===== config.mk =====
export PLATFORM = sky130hd
export DESIGN_NAME = cordic_result_serializer
export DESIGN_NICKNAME = d
export VERILOG_FILES = /design/src/rtl/cordic_pkg.sv /design/src/rtl/triple_fifo.sv /design/src/rtl/cordic_result_serializer.sv
export SDC_FILE = /design/constraint.sdc
export NUM_CORES = 1
export LEC_CHECK = 0
export BUFFER_PORTS_ARGS = -buffer_cell sky130_fd_sc_hd__buf_2
export CAP_MARGIN = 25
export CORE_MARGIN = 3
export CORE_UTILIZATION = 28
export CTS_BUF_LIST = sky130_fd_sc_hd__clkbuf_4 sky130_fd_sc_hd__clkbuf_8 sky130_fd_sc_hd__clkbuf_16
export DETAILED_ROUTE_END_ITERATION = 10
export GPL_TIMING_DRIVEN = 0
export PLACE_DENSITY = 0.55
export SYNTH_ARGS = -nofsm -noshare
export SYNTH_HDL_FRONTEND = slang
export SYNTH_SLANG_ARGS = --single-unit
export TNS_END_PERCENT = 5

===== constraint.sdc =====
create_clock -name clk -period 3.64 [get_ports clk]
set_input_delay 0.182 -clock clk [delete_from_list [all_inputs] [get_ports clk]]
set_output_delay 0.182 -clock clk [all_outputs]
set_load 0.05 [all_outputs]

===== src/rtl/cordic_pkg.sv =====
// cordic_pkg: shared constants and types for the hyperbolic CORDIC wrapper and its downstream stages
package cordic_pkg;
  localparam int IEEE_W = 32;
  localparam logic [1:0] TAG_EPX = 2'd0;
  localparam logic [1:0] TAG_SINHX = 2'd1;
  localparam logic [1:0] TAG_COSHX = 2'd2;
  localparam logic [IEEE_W-1:0] COEFF_2P16 = 32'h47800000;
  typedef struct packed {
    logic [IEEE_W-1:0] coshx;
    logic [IEEE_W-1:0] sinhx;
    logic [IEEE_W-1:0] epx;
  } triple_t;
  function automatic logic [IEEE_W-1:0] pick_word(triple_t t, logic [1:0] idx);
    return idx == TAG_COSHX ? t.coshx : idx == TAG_SINHX ? t.sinhx : t.epx;
  endfunction
endpackage


===== src/rtl/triple_fifo.sv =====
// triple_fifo: pointer/level FIFO of DEPTH result triples; a pop frees a slot for a same-cycle push
module triple_fifo
  import cordic_pkg::*;
#(
  parameter int DEPTH = 4,
  localparam int AW = $clog2(DEPTH),
  localparam int LW = $clog2(DEPTH + 1)
) (
  input  logic          clk,
  input  logic          rst,
  input  logic          i_push,
  input  logic          i_pop,
  input  triple_t       i_wdata,
  output triple_t       o_rdata,
  output logic          o_full,
  output logic          o_empty,
  output logic [LW-1:0] o_level
);
  triple_t r_mem [DEPTH];
  logic [AW-1:0] r_wr_ptr, r_rd_ptr;
  logic [LW-1:0] r_level;
  logic w_push, w_pop;
  assign w_pop = i_pop & ~o_empty;
  assign w_push = i_push & (~o_full | w_pop);
  assign o_full = r_level == LW'(DEPTH);
  assign o_empty = r_level == '0;
  assign o_level = r_level;
  assign o_rdata = r_mem[r_rd_ptr];
  // storage is deliberately not reset; level gates everything read from it
  always_ff @(posedge clk)
    if (w_push) r_mem[r_wr_ptr] <= i_wdata;
  // pointers wrap naturally at a power-of-two depth; level tells full from empty
  always_ff @(posedge clk)
    if (rst) begin
      r_wr_ptr <= '0;
      r_rd_ptr <= '0;
      r_level <= '0;
    end else begin
      if (w_push) r_wr_ptr <= r_wr_ptr + 1'b1;
      if (w_pop) r_rd_ptr <= r_rd_ptr + 1'b1;
      r_level <= r_level + LW'(w_push) - LW'(w_pop);
    end
endmodule


===== src/rtl/cordic_result_serializer.sv =====
// cordic_result_serializer: buffers result triples and streams them as tagged 32-bit words
module cordic_result_serializer
  import cordic_pkg::*;
#(
  parameter int DEPTH = 4,
  localparam int LW = $clog2(DEPTH + 1)
) (
  input  logic              clk,
  input  logic              rst,
  input  logic [IEEE_W-1:0] ieee_epx,
  input  logic [IEEE_W-1:0] ieee_sinhx,
  input  logic [IEEE_W-1:0] ieee_coshx,
  input  logic              valid,
  output logic [IEEE_W-1:0] output_z,
  output logic [1:0]        output_z_tag,
  output logic              output_z_stb,
  input  logic              output_z_ack,
  output logic [LW-1:0]     level,
  output logic              overflow
);
  logic r_valid_d, r_overflow;
  logic [1:0] r_word_idx;
  logic w_push, w_xfer, w_last, w_full, w_empty;
  triple_t w_rdata;
  assign w_push = valid & ~r_valid_d;
  assign output_z_stb = level != '0;
  assign w_xfer = output_z_stb & output_z_ack;
  assign w_last = w_xfer & (r_word_idx == TAG_COSHX);
  assign output_z = pick_word(w_rdata, r_word_idx);
  assign output_z_tag = r_word_idx;
  assign overflow = r_overflow;
  triple_fifo #(.DEPTH(DEPTH)) u_fifo (
    .clk    (clk),
    .rst    (rst),
    .i_push (w_push),
    .i_pop  (w_last),
    .i_wdata('{coshx: ieee_coshx, sinhx: ieee_sinhx, epx: ieee_epx}),
    .o_rdata(w_rdata),
    .o_full (w_full),
    .o_empty(w_empty),
    .o_level(level)
  );
  // edge detect starts high so a valid held through reset is not captured; word index walks epx, sinhx, coshx
  always_ff @(posedge clk)
    if (rst) begin
      r_valid_d <= 1'b1;
      r_word_idx <= TAG_EPX;
      r_overflow <= 1'b0;
    end else begin
      r_valid_d <= valid;
      if (w_xfer) r_word_idx <= w_last ? TAG_EPX : r_word_idx + 1'b1;
      if (w_push & w_full & ~w_last) r_overflow <= 1'b1;
    end
  logic w_unused;
  assign w_unused = w_empty;
endmodule


==> results by group <==
Timing
  – Slew of the pin with the lowest slew margin: 0.9086 ns
  – Post-route minimum period: 3.178 ns
  – Total of endpoints with negative setup slack in the final report: 0
  – Maximum clock skew at final layout: 0.01372 ns
  – Maximum clock rate: 314.6 MHz
  – Minimum setup slack in the final design: 0.4615 ns
  – Max-slew violation count: 0
  – Fin. Hold Viols: 0
  – Share of the clock period used by the worst path: 87.32%
  – Max-slew headroom at the worst pin: 39.42%
  – Unrepaired setup endpoints after global routing: no
  – Minimum hold slack: 0.3730 ns

Placement
  – Gp weighted congestion: 0.6694
  – Post-Place Worst Slack: 0.8870 ns
  – HPWL after detailed placement: 21,320 um
  – # port buffers: 138

Synthesis
  – Post-synth EDFFs: 384
  – Average cell area after synthesis: 22.18 sq um
  – Distinct cell type count after synthesis: 31
  – Adder-cell area share of the yosys netlist: 0.5484%
  – Synth Flop Type: sky130_fd_sc_hd__edfxtp_1
  – Synthesized-area fraction occupied by ao, oa, aoi and oai cells: 3.041%
  – Dominant combinational cell family by area after synthesis: multiplexers
  – Synthesized instance count: 679
  – Proportion of synthesized flip-flops having asynchronous set or reset: 0%
  – XOR/XNOR share of the synthesized area: 0.2908%
  – Flops & latches, synth: 397
  – Post-synthesis instance area: 15,060 sq um
  – Ys Warns: 0
  – Simple-gate portion of the synthesized area: 1.803%
  – Mux share of post-synthesis cell area: 14.43%
  – Synthesized Nets: 785
  – Fraction of the yosys area taken by sequential cells: 78.31%

GRT
  – Vias in the first global route: 8,397
  – Final global-route overflow total: 0
  – Pin count of the biggest net entering global routing: 53
  – Number of antenna violations at the first check in global routing: 1
  – Wire length of the first global-routing pass: 53,210 um
  – Total routing usage reported by global routing: 12.67%

Cells and area
  – Area grow syn2layout: 27.51%
  – Most common cell after layout, fill and taps aside: sky130_fd_sc_hd__edfxtp_1
  – Fraction of the core area covered by cells at the end of the flow: 36.32%
  – Highest-count cells in the layout ignoring fill and taps: 384 x sky130_fd_sc_hd__edfxtp_1, 146 x sky130_fd_sc_hd__buf_2, 101 x sky130_fd_sc_hd__dlygate4sd3_1
  – Nets@finish: 1,076
  – Antenna fix cells: 0
  – Layout cells sized above 1: 33.00%

Power and ir drop
  – Cell area power density: 514.3 nW/um^2
  – Peak ir drop on the vdd network: 0.3576 mV
  – Leakage: 6.270 nW

Setup path
  – Data required time of the critical path: 3.46 ns
  – Endpoint type of the worst setup path: output port
  – Data arrival time at the worst-slack endpoint: 3.00 ns
  – Launching element type of the critical path: flip-flop
  – Type of the worst setup path: flip-flop to output port
  – Max Fanout on Critical Path: 10

Clock network
  – Max H-tree Level: 2
  – Number of post-CTS setup repair buffers: 0
  – Clock Tree Root: sky130_fd_sc_hd__clkbuf_16
  – Skew-Pair Late Insertion Delay: 0.56 ns
  – Total CTS buffers: 44
  – Maximum clock insertion buffer count: 3
  – Clock Pin Slew Worst Setup and Hold Paths: 0.06 ns
  – Clock tree from TritonCTS: done
  – Sink Count: 397

Detailed routing
  – Number of vias after detailed routing: 7,696
  – Via/cell ratio: 4.559
  – Routed wire length: 35,340 um
  – ANT nets after route: 0
  – WL/cell: 20.93 um
  – DRC violation total after the first TritonRoute iteration: 512
  – TritonRoute pass-1 iters: 5
  – Number of DRC violations after detailed routing: 0

Floorplan
  – Floorplan row count: 84
  – Area of the core: 52,870 sq um
  – Top-level I/O count: 139
  – Floorplan die area: 56,590 sq um
  – Die width: 237.9 um
  – Chip Height: 237.9 um
  – Initial Util: 28.48%

Worst hold path
  – Worst hold-check path type: input port to flip-flop

Outcome
  – Run status: finished clean

Flow run
  – Max-cap check violation count: 0
[per-stage QoR]
stage	power [W]	instance area (sq um)	cells	setup TNS, ns
after floorplan	0.005399	15060	679	-130.41
after global placement	0.005583	16610	1505	-727.83
after detailed placement	0.005590	16780	1511	0
after CTS	0.01003	19200	1688	0
after global routing	0.01024	19200	1688	0
final	0.009875	19200	1688	0
[power breakdown]
group / internal [W] / total [W] / switching [W] / leakage (nW)
Combinational: 0.000190 / 0.000498 / 0.000308 / 2.00
Sequential: 0.00507 / 0.00508 / 0.0000147 / 3.57
Clock: 0.00256 / 0.00430 / 0.00174 / 0.699
Total: 0.00781 / 0.00987 / 0.00206 / 6.27
[synthesized netlist by cell type, drive strengths merged, types with 3 or more instances]
cell type / instances / area share, %
edfxtp: 384 / 77
mux4: 96 / 14
nand2: 35 / 0.87
a22oi: 32 / 1.6
o21ai: 32 / 1.1
clkbuf: 20 / 0.50
buf: 18 / 0.98
dfxtp: 13 / 1.7
nor2: 13 / 0.32
and2: 5 / 0.21
ha: 5 / 0.42
inv: 4 / 0.10
nand3: 3 / 0.10
nor2b: 3 / 0.12
xor2: 3 / 0.17
[cell families (layout without fill, tap and decap cells)]
family                     count (synthesis)  in the layout
AOI/OAI and AO/OA                         69             69
xor gates and xnor gates                   5              5
adders and majority gates                  6              6
buffers and inverters                     42            363
DFF                                      397            397
muxes                                     97             97
and+or+nand+nor                           63             63
[repair_timing]
item,4_1_cts,5_1_grt
endpoints found under the setup margin,0,0
hold buffers,101,0
gates resized for setup,0,0
endpoints found under the hold margin,388,0
[worst paths after layout]
kind | from | end | slack [ns] | depth (start not counted)
max | output_z_tag[0] | output_z[20] | 0.46 | 6
min | ieee_coshx[18] | u_fifo.r_mem[1][82] | 0.37 | 2
max reg2reg | output_z_tag[1] | u_fifo.r_mem[1][53] | 0.97 | 4
min reg2reg | overflow | overflow | 0.48 | 2
[final cells by class]
type | count | area, sq um
clock buffers | 53 | 1204
repair buffers | 245 | 1867
flip-flops and latches | 397 | 11790
well taps | 688 | 860.8
multi-input cells | 240 | 3038
fillers | 4902 | 33670
plain buffers | 38 | 222.7
clock inverters | 23 | 200.2
inverters | 4 | 15.01
[worst max-delay path: stages, from the launching register on]
cell and delay, ns:
sky130_fd_sc_hd__dfxtp_1 0.46, sky130_fd_sc_hd__nor2b_1 0.17, sky130_fd_sc_hd__clkbuf_1 0.39, sky130_fd_sc_hd__clkbuf_1 0.73, sky130_fd_sc_hd__a22oi_1 0.22, sky130_fd_sc_hd__nand2_1 0.18, sky130_fd_sc_hd__buf_2 0.28
[metal layers]
metal / share of wire (%) / global-route usage [%]
met5: 0.020 / 0
met4: 2.2 / 3.890
met3: 5.0 / 2.508
met2: 49 / 21.05
met1: 44 / 16.90
[state kept, by name, indices dropped and copies added (netlist names), named ones only]
name,count
overflow,1
u_fifo.r_rd_ptr,2
output_z_tag,2
u_fifo.r_mem,384
u_fifo.o_level,3
u_fifo.r_wr_ptr,2
r_valid_d,1
Note: power is estimated with default switching activity, not from simulation.
